### config.mk
export PLATFORM = sky130hd
export DESIGN_NAME = mem_port_arbiter_flat
export DESIGN_NICKNAME = d
export VERILOG_FILES = /design/src/rtl/mem_port_arbiter_if.sv /design/src/rtl/mem_port_arbiter.sv /design/src/flat_wrapper.sv
export SDC_FILE = /design/constraint.sdc
export NUM_CORES = 1
export LEC_CHECK = 0
export ABC_CLOCK_PERIOD_IN_PS = 3000
export BUFFER_PORTS_ARGS = -buffer_cell sky130_fd_sc_hd__buf_2
export CAP_MARGIN = 20
export CORE_AREA = 2 2 108 110
export CTS_CLUSTER_SIZE = 16
export DETAILED_ROUTE_END_ITERATION = 8
export DIE_AREA = 0 0 110 112
export HOLD_SLACK_MARGIN = 0.06
export PLACE_DENSITY_LB_ADDON = 0.2
export SLEW_MARGIN = 20
export SYNTH_ARGS = -nofsm -noshare
export SYNTH_HDL_FRONTEND = slang
export SYNTH_SLANG_ARGS = --single-unit
### constraint.sdc
create_clock -name clk -period 3 [get_ports clk]
set_input_delay 0.6 -clock clk [delete_from_list [all_inputs] [get_ports clk]]
set_output_delay 0.6 -clock clk [all_outputs]
set_load 0.02 [all_outputs]
### src/rtl/mem_port_arbiter_if.sv
// rtl/mem_port_arbiter_if.sv - fetch, data and memory-side signal bundle for mem_port_arbiter
interface mem_port_arbiter_if #(
  parameter int AW = 32,
  parameter int DW = 32
);
  logic            if_req;
  logic [AW-1:0]   if_addr;
  logic            if_gnt;
  logic            if_rvalid;
  logic [DW-1:0]   if_rdata;

  logic            d_req;
  logic            d_we;
  logic [AW-1:0]   d_addr;
  logic [DW-1:0]   d_wdata;
  logic [DW/8-1:0] d_be;
  logic            d_gnt;
  logic            d_rvalid;
  logic [DW-1:0]   d_rdata;

  logic            mem_req;
  logic            mem_we;
  logic [AW-1:0]   mem_addr;
  logic [DW-1:0]   mem_wdata;
  logic [DW/8-1:0] mem_be;
  logic            mem_gnt;
  logic            mem_rvalid;
  logic [DW-1:0]   mem_rdata;

  modport slave (
    input  if_req, if_addr, d_req, d_we, d_addr, d_wdata, d_be,
           mem_gnt, mem_rvalid, mem_rdata,
    output if_gnt, if_rvalid, if_rdata, d_gnt, d_rvalid, d_rdata,
           mem_req, mem_we, mem_addr, mem_wdata, mem_be
  );

  modport master (
    output if_req, if_addr, d_req, d_we, d_addr, d_wdata, d_be,
           mem_gnt, mem_rvalid, mem_rdata,
    input  if_gnt, if_rvalid, if_rdata, d_gnt, d_rvalid, d_rdata,
           mem_req, mem_we, mem_addr, mem_wdata, mem_be
  );
endinterface

### src/rtl/mem_port_arbiter.sv
// rtl/mem_port_arbiter.sv - shares one memory port between instruction fetch and load/store
// One transaction in flight; data has priority, a loss counter bounds fetch starvation.
module mem_port_arbiter #(
  parameter int AW        = 32,
  parameter int DW        = 32,
  parameter int MAX_STALL = 4
) (
  input  logic                clk,
  input  logic                rst,
  mem_port_arbiter_if.slave   bus
);

  localparam logic [1:0] IDLE = 2'd0;
  localparam logic [1:0] REQ  = 2'd1;
  localparam logic [1:0] RESP = 2'd2;

  localparam logic OWN_IF = 1'b0;
  localparam logic OWN_D  = 1'b1;

  localparam logic [3:0] STALL_LIMIT = 4'(MAX_STALL);

  logic [1:0] state;
  logic       owner;
  logic [3:0] stall_cnt;
  logic       fetch_wins;

  // Fetch wins alone, or when it has already lost MAX_STALL contested rounds.
  assign fetch_wins = bus.if_req && (!bus.d_req || stall_cnt == STALL_LIMIT);

  always_ff @(posedge clk or posedge rst) begin
    if (rst) begin
      state         <= IDLE;
      owner         <= OWN_IF;
      stall_cnt     <= 4'd0;
      bus.mem_req   <= 1'b0;
      bus.mem_we    <= 1'b0;
      bus.mem_addr  <= '0;
      bus.mem_wdata <= '0;
      bus.mem_be    <= '0;
    end else begin
      case (state)
        IDLE: begin
          if (bus.if_req || bus.d_req) begin
            state       <= REQ;
            bus.mem_req <= 1'b1;
            if (fetch_wins) begin
              owner         <= OWN_IF;
              bus.mem_we    <= 1'b0;
              bus.mem_addr  <= bus.if_addr;
              bus.mem_wdata <= '0;
              bus.mem_be    <= '1;
              stall_cnt     <= 4'd0;
            end else begin
              owner         <= OWN_D;
              bus.mem_we    <= bus.d_we;
              bus.mem_addr  <= bus.d_addr;
              bus.mem_wdata <= bus.d_wdata;
              bus.mem_be    <= bus.d_be;
              if (bus.if_req) begin
                stall_cnt <= stall_cnt + 4'd1;
              end
            end
          end
        end
        REQ: begin
          if (bus.mem_gnt) begin
            state       <= RESP;
            bus.mem_req <= 1'b0;
          end
        end
        RESP: begin
          if (bus.mem_rvalid) begin
            state <= IDLE;
          end
        end
        default: begin
          state <= IDLE;
        end
      endcase
    end
  end

  assign bus.if_gnt    = bus.mem_gnt    && (state == REQ)  && (owner == OWN_IF);
  assign bus.d_gnt     = bus.mem_gnt    && (state == REQ)  && (owner == OWN_D);
  assign bus.if_rvalid = bus.mem_rvalid && (state == RESP) && (owner == OWN_IF);
  assign bus.d_rvalid  = bus.mem_rvalid && (state == RESP) && (owner == OWN_D);
  assign bus.if_rdata  = bus.mem_rdata;
  assign bus.d_rdata   = bus.mem_rdata;

endmodule

### src/flat_wrapper.sv
// flat-port wrapper written by rule: the top's interface ports become plain ports
module mem_port_arbiter_flat 
#(
  parameter int AW        = 32,
  parameter int DW        = 32,
  parameter int MAX_STALL = 4
)
  (clk, rst, bus_if_req, bus_if_addr, bus_d_req, bus_d_we, bus_d_addr, bus_d_wdata, bus_d_be, bus_mem_gnt, bus_mem_rvalid, bus_mem_rdata, bus_if_gnt, bus_if_rvalid, bus_if_rdata, bus_d_gnt, bus_d_rvalid, bus_d_rdata, bus_mem_req, bus_mem_we, bus_mem_addr, bus_mem_wdata, bus_mem_be);
  mem_port_arbiter_if #(.AW(AW), .DW(DW)) bus_i ();
  input  logic clk;
  input  logic rst;
  input wire logic [$bits(bus_i.if_req)-1:0] bus_if_req;
  input wire logic [$bits(bus_i.if_addr)-1:0] bus_if_addr;
  input wire logic [$bits(bus_i.d_req)-1:0] bus_d_req;
  input wire logic [$bits(bus_i.d_we)-1:0] bus_d_we;
  input wire logic [$bits(bus_i.d_addr)-1:0] bus_d_addr;
  input wire logic [$bits(bus_i.d_wdata)-1:0] bus_d_wdata;
  input wire logic [$bits(bus_i.d_be)-1:0] bus_d_be;
  input wire logic [$bits(bus_i.mem_gnt)-1:0] bus_mem_gnt;
  input wire logic [$bits(bus_i.mem_rvalid)-1:0] bus_mem_rvalid;
  input wire logic [$bits(bus_i.mem_rdata)-1:0] bus_mem_rdata;
  output wire logic [$bits(bus_i.if_gnt)-1:0] bus_if_gnt;
  output wire logic [$bits(bus_i.if_rvalid)-1:0] bus_if_rvalid;
  output wire logic [$bits(bus_i.if_rdata)-1:0] bus_if_rdata;
  output wire logic [$bits(bus_i.d_gnt)-1:0] bus_d_gnt;
  output wire logic [$bits(bus_i.d_rvalid)-1:0] bus_d_rvalid;
  output wire logic [$bits(bus_i.d_rdata)-1:0] bus_d_rdata;
  output wire logic [$bits(bus_i.mem_req)-1:0] bus_mem_req;
  output wire logic [$bits(bus_i.mem_we)-1:0] bus_mem_we;
  output wire logic [$bits(bus_i.mem_addr)-1:0] bus_mem_addr;
  output wire logic [$bits(bus_i.mem_wdata)-1:0] bus_mem_wdata;
  output wire logic [$bits(bus_i.mem_be)-1:0] bus_mem_be;
  assign bus_i.if_req = bus_if_req;
  assign bus_i.if_addr = bus_if_addr;
  assign bus_i.d_req = bus_d_req;
  assign bus_i.d_we = bus_d_we;
  assign bus_i.d_addr = bus_d_addr;
  assign bus_i.d_wdata = bus_d_wdata;
  assign bus_i.d_be = bus_d_be;
  assign bus_i.mem_gnt = bus_mem_gnt;
  assign bus_i.mem_rvalid = bus_mem_rvalid;
  assign bus_i.mem_rdata = bus_mem_rdata;
  assign bus_if_gnt = bus_i.if_gnt;
  assign bus_if_rvalid = bus_i.if_rvalid;
  assign bus_if_rdata = bus_i.if_rdata;
  assign bus_d_gnt = bus_i.d_gnt;
  assign bus_d_rvalid = bus_i.d_rvalid;
  assign bus_d_rdata = bus_i.d_rdata;
  assign bus_mem_req = bus_i.mem_req;
  assign bus_mem_we = bus_i.mem_we;
  assign bus_mem_addr = bus_i.mem_addr;
  assign bus_mem_wdata = bus_i.mem_wdata;
  assign bus_mem_be = bus_i.mem_be;
  mem_port_arbiter #(.AW(AW), .DW(DW), .MAX_STALL(MAX_STALL)) u_core (.clk(clk), .rst(rst), .bus(bus_i));
endmodule
Word level (Yosys, flattened, before mapping)
Cells that the tools add are included.
{"block": "totals", "regBits": 77, "input_bits": 139, "out_inout_bits": 138, "word_cells": 47}
{"block": "classes", "add_sub_neg": 1, "n_eq_ne": 6, "mux": 14, "n_bitwise": 1, "n_reduce_logical": 17}
{"operator": "$mux W32", "count": 2}
{"operator": "$mux W4", "count": 3}
{"operator": "$reduce_and A3 Y1", "count": 3}
{"operator": "$logic_and A1 B1 Y1", "count": 7}
{"operator": "$mux W2", "count": 3}
{"operator": "$pmux W2 S3", "count": 1}
{"operator": "$add A4 B1 Y4 const B", "count": 1}
{"operator": "$eq A4 B3 Y1 const B", "count": 1}
{"operator": "$mux W1", "count": 4}
{"operator": "$ne A2 B2 Y1 const B", "count": 2}
{"operator": "$reduce_bool A2 Y1", "count": 2}
{"operator": "$eq A2 B1 Y1 const B", "count": 1}
{"operator": "$eq A2 B2 Y1 const B", "count": 1}
{"operator": "$logic_not A2 Y1", "count": 1}
{"operator": "$logic_or A1 B1 Y1", "count": 2}
{"operator": "$ne A2 B1 Y1 const B", "count": 1}
{"operator": "$pmux W1 S2", "count": 1}
{"operator": "$reduce_and A2 Y1", "count": 1}
{"operator": "$logic_not A1 Y1", "count": 1}
{"operator": "$not A1 Y1", "count": 1}

Logic depth before layout (Yosys ltp)
Gate-level depths: netlist of run 1.
{"block": "depth", "word_depth": 5, "mapped_depth": 6, "depth_no_buf": 5}

Worst setup path before layout of run 1
No wires, ideal clock.
{"block": "synth_timing", "path_kind": "input to output", "startpoint": "in bus_mem_rvalid", "endpoint": "out bus_d_rvalid", "t_arrival_ns": 1.122, "t_required_ns": 2.400, "path_slack_ns": 1.278, "cell_stages": 2, "path_buffers": 0, "path_cell_list": "inv_1 -> nor3_1"}
{"block": "synth_via", "elab_chain_len": 2}
{"element": "start: declaration", "line": "flat_wrapper.sv:20", "rtl": "input wire logic [$bits(bus_i.mem_rvalid)-1:0] bus_mem_rvalid;"}
{"element": "$logic_and A1 B1 Y1 (2 in a row)", "line": "mem_port_arbiter.sv:86", "rtl": "assign bus.d_rvalid = bus.mem_rvalid && (state == RESP) && (owner == OWN_D);"}
{"element": "end: declaration", "line": "flat_wrapper.sv:26", "rtl": "output wire logic [$bits(bus_i.d_rvalid)-1:0] bus_d_rvalid;"}
Every way passes these cells.

Final worst setup path of run 1
{"block": "layout_timing", "startpoint": "reg u_core.state[0]", "endpoint": "out bus_d_rvalid"}
{"block": "layout_via", "elab_chain_len": 3}
{"element": "start: declaration", "line": "mem_port_arbiter.sv:22", "rtl": "logic [1:0] state;"}
{"element": "start signal: assignment", "line": "mem_port_arbiter.sv:32", "rtl": "state <= IDLE;"}
{"element": "start signal: assignment", "line": "mem_port_arbiter.sv:44", "rtl": "state <= REQ;"}
{"element": "start signal: assignment", "line": "mem_port_arbiter.sv:67", "rtl": "state <= RESP;"}
{"element": "$eq A2 B2 Y1", "line": "mem_port_arbiter.sv:86"}
{"element": "$logic_and A1 B1 Y1 (2 in a row)", "line": "mem_port_arbiter.sv:86"}
Every way passes these cells.

==> results.md, run 1 <==
- Number of port buffers: 180
- Max Slew Vio Count: 0
- Layout Nets: 670
- Seq cells post-synth: 77
- Final hold violation count: 0
- Critical path type: reg -> out
- Critical path arrival: 1360 ps
- Clk root buf: clkbuf_16
- CTS Sinks: 77
- Number of max-cap violations: 0
- CTS-repair resized insts: 0
- Most frequent cells in the layout: 180 x buf_2, 77 x dfrtp_1, 68 x nand3_1, 41 x inv_1, 34 x o2bb2ai_1
- Seq/Total Area, Yosys: 46.9%
- Synth Cell Area: 0.00411 mm²
- DR iter-0 viols: 367
- EDFF count, synth: 0
- Worst-Margin Slew: 601 ps
- VDD IR max: 0.000482 V
- Vias per cell: 5.32
- Leak Pwr: 2.43 nW
- Post-synthesis async set-or-reset flop share: 100%
- Setup TNS: 0 ps
- Row count: 39
- WL per Instance: 16.8 µm
- Post-DRT Antenna Nets: 0
- Rel. slew slack: 59.9%
- Hold Crit Class: in -> async
- Postcts setup bufs: 0
- Combinational Power Share: 45.4%
- Flop pwr share: 33.2%
- Remaining DRCs: 0
- Most common cell after layout, fill and taps aside: buf_2
- Reg clk slew, reported paths: 60 ps
- Initial Util: 36.8%
- I/O pin cnt: 277
- Total gr overflow: 0
- Synthesized instance count: 430
- CP max FO: 6
- Design area: 0.00497 mm²
- Vias in the first global route: 3,587
- Clock share of power: 21.4%
- Die height: 112 µm
- Critical Path Start: u_core.state[0]$_DFFE_PP0P_
- Worst setup EP type: output port
- Outcome: finished, final reports clean
- R2r startpoint: u_core.state[1]$_DFFE_PP0P_
- Post-DP Area: 0.00466 mm²
- Post-layout min period: 1960 ps
- Largest net degree at the start of global routing: 48
- Total track usage: 18.5%
- WHS: 321 ps
- Fraction of layout cells with a size suffix above 1: 39.7%
- CTS tree: built
- # setup viols final: 0
- Switching Share: 42.3%
- Initial antenna violation count: 0
- Net switching power: 2.27 mW
- CTS buffer count: 9
- Worst EP required: 2400 ps
- Syn nets: 571
- Layout Skew: 9.31 ps
- Yosys warning total: 0
- Routed wire length: 11,400 µm
- FMAX: 511 MHz
- ANT cells: 0
- P_int: 3.09 mW
- Fin cells: 677
- Yosys cell types: 31
- Die X: 110 µm
- Vias: 3,603
- Ys flop type: dfrtp_1
- CTS hold repair buffers: 0
- Post-Syn Area per Cell: 9.56 µm²
- Gpl congestion: 0.773
- First-pass GRT wire length: 18,200 µm
- First-pass detailed-route iteration total: 4
- H-tree depth: 3
- Final core utilization: 44.5%
- Core Area: 0.0112 mm²
- Final Cycle Share: 65.3%
- Die Area: 0.0123 mm²
- Power Density: 1080 mW/mm²
- HPWL Detailed: 7740 µm
- Clk_lat worst skew: 330 ps
- Area delta synth->final: 20.9%
- CTS max path bufs: 2
- RSZ-0062 raised after global routing: false
- Worst Setup Start Kind: flip-flop
- Dpl cells: 661
## final timing paths
check	endpoint	slack (ps)	cells past startpoint
worst min register to register	u_core.bus.mem_req$_DFFE_PP0P_	480	2
worst min-delay path	u_core.bus.mem_addr[18]$_DFFE_PP0P_	320	2
min in group clk	u_core.state[0]$_DFFE_PP0P_	470	2
worst max-delay path	bus_d_rvalid	1040	3
worst max register to register	u_core.bus.mem_addr[2]$_DFFE_PP0P_	1110	4
max in group asynchronous	u_core.bus.mem_addr[24]$_DFFE_PP0P_	2030	3
## state kept, by name, indices dropped and copies added (netlist names)
name and flops:
u_core.stall_cnt 4, u_core.bus.mem_wdata 32, u_core.bus.mem_req 1, u_core.bus.mem_we 1, u_core.state 2, u_core.bus.mem_be 4, u_core.bus.mem_addr 32, u_core.owner 1
## logic make-up (layout without fill, tap and decap cells)
kind of cell / Yosys count / count (layout) / synth area share [%]
buffers and inverters: 145 / 249 / 19.5
AND/OR/NAND/NOR: 122 / 122 / 16.3
AO/OA/AOI/OAI: 83 / 83 / 16.5
flip-flops: 77 / 77 / 46.9
adder cells (fa/ha/maj): 2 / 2 / 0.609
multiplexers: 1 / 1 / 0.244
## layout make-up
type,count,area [µm²]
fill,1091,6200
inverter,42,159
tap,143,179
sequential,77,1930
clock buffer,9,225
multi-input combinational,208,1400
timing repair buffer,191,996
clock inverter,7,90.1
## synthesized netlist by cell type (all sizes together) (2+ instances only)
cell type | count | share of area (%)
clkbuf | 23 | 2.1
nor3 | 2 | 0.24
nand3b | 2 | 0.37
dfrtp | 77 | 47
a31oi | 5 | 0.76
o21ai | 6 | 0.82
nor2 | 3 | 0.27
o221ai | 32 | 6.8
nand2 | 4 | 0.37
ha | 2 | 0.61
nand4 | 33 | 5.0
inv | 42 | 3.8
nand2b | 3 | 0.46
nand3 | 68 | 8.3
o2bb2ai | 34 | 7.2
a21oi | 4 | 0.49
buf | 80 | 14
## per-stage QoR
stage          setup WS (ps)  power, mW
6_report                1040       5.36
4_1_cts                  986       5.43
2_1_floorplan            433       3.55
3_5_place_dp             812       4.26
3_3_place_gp             857       4.22
5_1_grt                  953       5.76
## power groups by stage
| stage | sequential, mW | combinational, mW | clock (mW) |
|---|---|---|---|
| 2_1_floorplan | 2.29 | 1.27 | 0 |
| 3_3_place_gp | 1.79 | 2.43 | 0 |
| 3_5_place_dp | 1.79 | 2.47 | 0 |
| 4_1_cts | 1.79 | 2.47 | 1.18 |
| 5_1_grt | 1.84 | 2.69 | 1.22 |
| 6_report | 1.78 | 2.44 | 1.15 |
## routing by layer
layer | GRT usage [%] | share of wire (%)
met5 | 0 | 0
met3 | 6.50 | 10
met1 | 24.7 | 45
met2 | 28.1 | 44
met4 | 5.99 | 0.54
## worst max-delay path: stages (launching register included)
cell and delay (ps):
dfrtp_1 450, nand2b_1 210, nor3_1 170, buf_2 210
Power figures use the tool's default switching activity.
==> inputs of run 2 (changes only) <==
Settings changed: ABC_CLOCK_PERIOD_IN_PS 3000 to 1700.
Clock period 3 ns to 1.7 ns, I/O delays scaled along.
==> run 2 against run 1 <==
Critical path depth up 1. First-iteration DRC count down 29%. Non-clock buffer count up 7. Routed wire length down 0.34%. Sequential power up 76%. Design area up 4.1%. Sequential share of layout area down 1.5 points. Cell count up 1.0%. Via count up 0.50%. Count of clock-buffer cells in the layout up 3. Combinational power up 90%.
==> results.md, run 2 (synthesis results as in run 1) <==
- WHS: 108 ps (-213 ps)
- Clk root buf: clkbuf_16
- CP max FO: 5 (-1)
- Critical path type: reg -> reg
- HPWL Detailed: 7290 µm (-5.8%)
- RSZ-0062 raised after global routing: true
- Most common cell after layout, fill and taps aside: buf_2
- First-pass detailed-route iteration total: 4 (unchanged)
- Number of port buffers: 180 (unchanged)
- DR iter-0 viols: 261 (-29%)
- CTS max path bufs: 2 (unchanged)
- Fin cells: 684 (+1.0%)
- Vias per cell: 5.29 (-0.53%)
- Row count: 39 (unchanged)
- Post-layout min period: 1650 ps
- Leak Pwr: 2.51 nW (+3.4%)
- I/O pin cnt: 277 (unchanged)
- Setup TNS: 0 ps (unchanged)
- Number of max-cap violations: 0 (unchanged)
- Initial Util: 36.8% (unchanged)
- First-pass GRT wire length: 17,400 µm (-4.4%)
- Initial antenna violation count: 0 (unchanged)
- Die X: 110 µm (unchanged)
- Worst EP required: 1950 ps (-450 ps)
- Layout Skew: 5.35 ps (-3.96 ps)
- Critical path arrival: 1900 ps (+540 ps)
- Post-DRT Antenna Nets: 0 (unchanged)
- Final hold violation count: 0 (unchanged)
- Total gr overflow: 0 (unchanged)
- Fraction of layout cells with a size suffix above 1: 41.6% (+1.9 points)
- Worst-Margin Slew: 474 ps (-128 ps)
- Tot Pwr: 9.83 mW (+83%)
- Power Density: 1900 mW/mm² (+76%)
- Hold Crit Class: in -> async
- Top Registers: u_core.bus.mem_addr (32), u_core.bus.mem_wdata (32)
- Remaining DRCs: 0 (unchanged)
- Design area: 0.00517 mm² (+4.1%)
- Rel. slew slack: 68.4% (+8.5 points)
- ANT cells: 0 (unchanged)
- Vias in the first global route: 3,487 (-2.8%)
- Dpl cells: 663 (+0.30%)
- Filler Cell Count: 1,112 (+1.9%)
- Final Cycle Share: 96.9%
- Worst Setup Start Kind: flip-flop
- Post-DP Area: 0.00475 mm² (+2.0%)
- Routed wire length: 11,300 µm (-0.34%)
- CTS hold repair buffers: 0 (unchanged)
- Largest net degree at the start of global routing: 78 (+63%)
- Total track usage: 17.9% (-0.59 points)
- Die Area: 0.0123 mm² (unchanged)
- Gpl congestion: 0.777 (+0.47%)
- Most frequent cells in the layout: 176 x buf_2, 75 x dfrtp_1, 68 x nand3_1, 41 x inv_1, 34 x o2bb2ai_1
- VDD IR max: 0.000773 V (+60%)
- CTS Sinks: 77 (unchanged)
- Max Slew Vio Count: 0 (unchanged)
- FMAX: 607 MHz
- Core Area: 0.0112 mm² (unchanged)
- CTS tree: built
- H-tree depth: 3 (unchanged)
- Die height: 112 µm (unchanged)
- Area delta synth->final: 25.8%
- Reg clk slew, reported paths: 60 ps (about the same)
- Layout Nets: 677 (+1.0%)
- CTS buffer count: 9 (unchanged)
- Vias: 3,621 (+0.50%)
- Outcome: finished, final reports clean
- Worst R2R Path Depth: 4 (unchanged)
- WL per Instance: 16.5 µm (-1.4%)
- # setup viols final: 0 (unchanged)
- Worst setup EP type: flip-flop
- Clk_lat worst skew: 330 ps (about the same)
## run 2: cell count changes in the layout (fill, tap and decap cells not counted), sizes merged
| cell | previous run | this run |
|---|---|---|
| buf | 191 | 197 |
| clkbuf | 9 | 13 |
| clkinv | 4 | 2 |
| clkinvlp | 2 | 1 |
## run 2: stage by stage
step	utilization (%)	worst slack, ps
after floorplan	-	34.9
after global placement	42.5	148
after detailed placement	42.5	93.8
after CTS	45.4	3.11
after global routing	46.3	-22.5
final	46.3	53.5
## run 2: path summary, 6_finish.rpt
path	from	end	slack [ps]
min in group clk	bus_mem_gnt	u_core.state[0]$_DFFE_PP0P_	210
min	rst	u_core.bus.mem_wdata[20]$_DFFE_PP0P_	110
max	u_core.state[0]$_DFFE_PP0P_	u_core.stall_cnt[3]$_DFFE_PP0P_	50
max reg2reg	u_core.state[0]$_DFFE_PP0P_	u_core.stall_cnt[3]$_DFFE_PP0P_	50
min reg2reg	u_core.bus.mem_wdata[26]$_DFFE_PP0P_	u_core.bus.mem_wdata[26]$_DFFE_PP0P_	480
max in group asynchronous	rst	u_core.bus.mem_be[2]$_DFFE_PP0P_	1220
## run 2: metal layers
metal  share of wire, %  track usage (%)
met1                 45             24.7
met4                1.4             5.65
met3                 11             7.67
met2                 42             25.4
met5                  0                0
## run 2: repair_timing
item | CTS | global route
endpoints found under the setup margin | 0 | 7
endpoints found under the hold margin | 0 | 0
buffers inserted | 0 | 4
resized for setup | 0 | 12
## run 2: final cells by class
class | instances | area, µm² | area share, %
repair buffers | 198 | 1150 | 22.3
inverters | 42 | 161 | 3.12
multi-input cells | 208 | 1430 | 27.6
clock inverters | 4 | 70.1 | 1.35
flip-flops and latches | 77 | 1930 | 37.3
clock buffers | 12 | 256 | 4.96
well taps | 143 | 179 | 3.46
## run 2: critical path, stage by stage, from the launching register on
cell	delay, ps
dfrtp_2	440
buf_4	150
or3b_1	380
or4_1	470
mux2i_1	130
## run 2: power by group
| group | switching [mW] | total [mW] | internal (mW) |
|---|---|---|---|
| sequential | 0.471 | 3.13 | 2.66 |
| combinational | 2.86 | 4.63 | 1.77 |
| clock | 0.707 | 2.07 | 1.36 |
| total | 4.04 | 9.83 | 5.79 |
==> inputs of run 3 (changes only) <==
Settings changed: CORE_AREA 2 2 108 110 to 2 2 106 108, CTS_BUF_LIST set to sky130_fd_sc_hd__clkbuf_4 sky130_fd_sc_hd__clkbuf_8, DIE_AREA 0 0 110 112 to 0 0 108 110.
==> run 3 against run 2 <==
Global-route usage rose by 1.2 points. Cell count fell by 0.58%. Routed wire length rose by 3.1%. Critical path depth fell by 1. First-iteration DRC count rose by 22%. Register-to-register slack improved by 30 ps. Fmax rose by 1.3%. Largest cell class unchanged. Largest power group unchanged. Highest routed layer unchanged.
==> results.md, run 3 (synthesis results as in run 1) <==
- CP endpoint: bus_d_rvalid
- H-tree depth: 3 (unchanged)
- CTS buffer count: 9 (unchanged)
- First-pass GRT wire length: 17,900 µm (+2.8%)
- Layout Skew: 7.32 ps (+1.98 ps)
- Tot Pwr: 9.35 mW (-4.9%)
- Die X: 108 µm (-1.8%)
- HPWL Detailed: 7540 µm (+3.5%)
- Critical path arrival: 1290 ps (-610 ps)
- ANT cells: 0 (unchanged)
- WL per Instance: 17.2 µm (+3.7%)
- Crit path largest cell delay: 440 ps (-30 ps)
- Die height: 110 µm (-1.8%)
- Post-DRT Antenna Nets: 0 (unchanged)
- Die Area: 0.0119 mm² (-3.6%)
- I/O pin cnt: 277 (unchanged)
- First-pass detailed-route iteration total: 5 (+1)
- CP Depth: 3 (-1)
- VDD IR max: 0.000906 V (+17%)
- Power Density: 1850 mW/mm² (-2.8%)
- Switching Share: 42.9% (+1.8 points)
- Gpl congestion: 0.807 (+3.8%)
- Worst R2R Path Depth: 4 (unchanged)
- Combinational Power Share: 49.5% (+2.4 points)
- Worst-Margin Slew: 458 ps (-15.8 ps)
- R2r setup slk: 80 ps (+30 ps)
- Flop pwr share: 33.4% (+1.5 points)
- Final Cycle Share: 95.6% (-1.3 points)
- Cell family with most CP delay: flip-flops
- Hold Crit Class: in -> async
- # setup viols final: 0 (unchanged)
- Worst Setup Start Kind: flip-flop
- Vias: 3,690 (+1.9%)
- Initial Util: 38.4% (+1.6 points)
- Area delta synth->final: 23.2%
- Reg clk slew, reported paths: 80 ps (+20 ps)
- Leak Pwr: 2.46 nW (-1.9%)
- CTS Sinks: 77 (unchanged)
- Fraction of layout cells with a size suffix above 1: 41.5% (-0.11 points)
- DR iter-0 viols: 318 (+22%)
- Top Registers: u_core.bus.mem_addr (32), u_core.bus.mem_wdata (32)
- Final worst setup slack: 74.8 ps (+21.3 ps)
- Routed wire length: 11,700 µm (+3.1%)
- Remaining DRCs: 0 (unchanged)
- Rel. slew slack: 69.4% (+1.1 points)
- CP max-delay cell: dfrtp_2
- Worst EP required: 1360 ps (-590 ps)
- Worst setup EP type: output port
- Core Area: 0.0107 mm² (-4.3%)
- Layout Nets: 676 (-0.15%)
- Vias per cell: 5.43 (+2.5%)
- Critical path type: reg -> out
- Clk root buf: clkbuf_8
- Largest net degree at the start of global routing: 78 (unchanged)
- CP max FO: 6 (+1)
- Worst path bufs/invs: 1 (unchanged)
- Number of max-cap violations: 0 (unchanged)
- Vias in the first global route: 3,620 (+3.8%)
- Final hold violation count: 0 (unchanged)
- Most common cell after layout, fill and taps aside: buf_2
- FMAX: 615 MHz (+1.3%)
- Total track usage: 19.2% (+1.2 points)
- CTS hold repair buffers: 0 (unchanged)
- Post-layout min period: 1630 ps (-21.3 ps)
- Max Slew Vio Count: 0 (unchanged)
- Most frequent cells in the layout: 177 x buf_2, 74 x dfrtp_1, 68 x nand3_1, 41 x inv_1, 34 x o2bb2ai_1
- Number of port buffers: 180 (unchanged)
- Fin cells: 680 (-0.58%)
- Outcome: finished, final reports clean
- RSZ-0062 raised after global routing: true
- CP Cell Sequence: nand2b_1, nor3_2, buf_4
- R2r startpoint: u_core.state[1]$_DFFE_PP0P_
- WHS: 86.6 ps (-21.2 ps)
- Clock share of power: 17.1% (-3.9 points)
- Net switching power: 4.01 mW (-0.58%)
- Place WS: 86.7 ps (-7.09 ps)
- P_int: 5.34 mW (-7.8%)
- CTS tree: built
- Row count: 38 (-2.6%)
- Dpl cells: 659 (-0.60%)
- FF-to-FF End: u_core.stall_cnt[3]$_DFFE_PP0P_
- Initial antenna violation count: 0 (unchanged)
- Total gr overflow: 0 (unchanged)
- CTS max path bufs: 2 (unchanged)
- Clk_lat worst skew: 350 ps (+20 ps)
- Critical Path Start: u_core.state[0]$_DFFE_PP0P_
==> run 3: cell types whose count changed in the layout (fill, tap and decap cells not counted), sizes merged <==
cell / delta
buf: -1
==> run 3: power by group through the flow <==
stage | clock [mW] | sequential, mW | combinational, mW
after floorplan | 0 | 4.03 | 2.24
after global placement | 0 | 3.13 | 4.50
after detailed placement | 0 | 3.14 | 4.55
after CTS | 1.64 | 3.14 | 4.60
after global routing | 1.71 | 3.23 | 5.09
final | 1.60 | 3.12 | 4.63
==> run 3: worst min-delay path, stage by stage <==
cell and delay (ps):
buf_2 110, clkinvlp_4 70, buf_12 340
==> run 3: layout make-up <==
type / instances / area [µm²]
Clock inverter: 4 / 70.1
Sequential cell: 77 / 1930
Inverter: 42 / 161
Timing Repair Buffer: 197 / 1150
Tap cell: 140 / 175
Fill cell: 1027 / 5630
Clock buffer: 12 / 159
Multi-Input combinational cell: 208 / 1420
==> run 3: what timing repair did <==
action | in CTS | in global routing
gates cloned | 0 | 1
endpoints found under the hold margin | 0 | 0
gates resized for setup | 3 | 7
setup buffers | 2 | 2
endpoints found under the setup margin | 4 | 36
pin swaps | 1 | 1
==> run 3: stage by stage <==
stage          setup TNS [ps]  area, µm²  util (%)
5_1_grt                 -21.8       5060      47.3
6_report                    0       5060      47.3
3_3_place_gp                0       4750      44.4
2_1_floorplan               0       4110         -
3_5_place_dp                0       4750      44.4
4_1_cts                     0       5000      46.7
==> run 3: how the worst min path moves through the flow <==
stage | endpoint | slack [ps] | cells past startpoint
2_1_floorplan | u_core.state[0]$_DFFE_PP0P_ | 430 | 1
3_3_place_gp | u_core.bus.mem_wdata[12]$_DFFE_PP0P_ | 470 | 1
3_5_place_dp | u_core.bus.mem_wdata[18]$_DFFE_PP0P_ | 470 | 1
4_1_cts | u_core.bus.mem_addr[9]$_DFFE_PP0P_ | 110 | 3
5_1_grt | u_core.bus.mem_addr[9]$_DFFE_PP0P_ | 130 | 3
6_report | u_core.bus.mem_addr[9]$_DFFE_PP0P_ | 90 | 3
==> run 3: routing by layer <==
metal / vias to the layer above / track usage, % / share of wire, %
met5: - / 0 / 0
met4: 0 / 7.69 / 1.7
met3: 18 / 6.41 / 11
met2: 203 / 30.1 / 46
met1: 1765 / 24.5 / 42
li1: 1704 / - / -
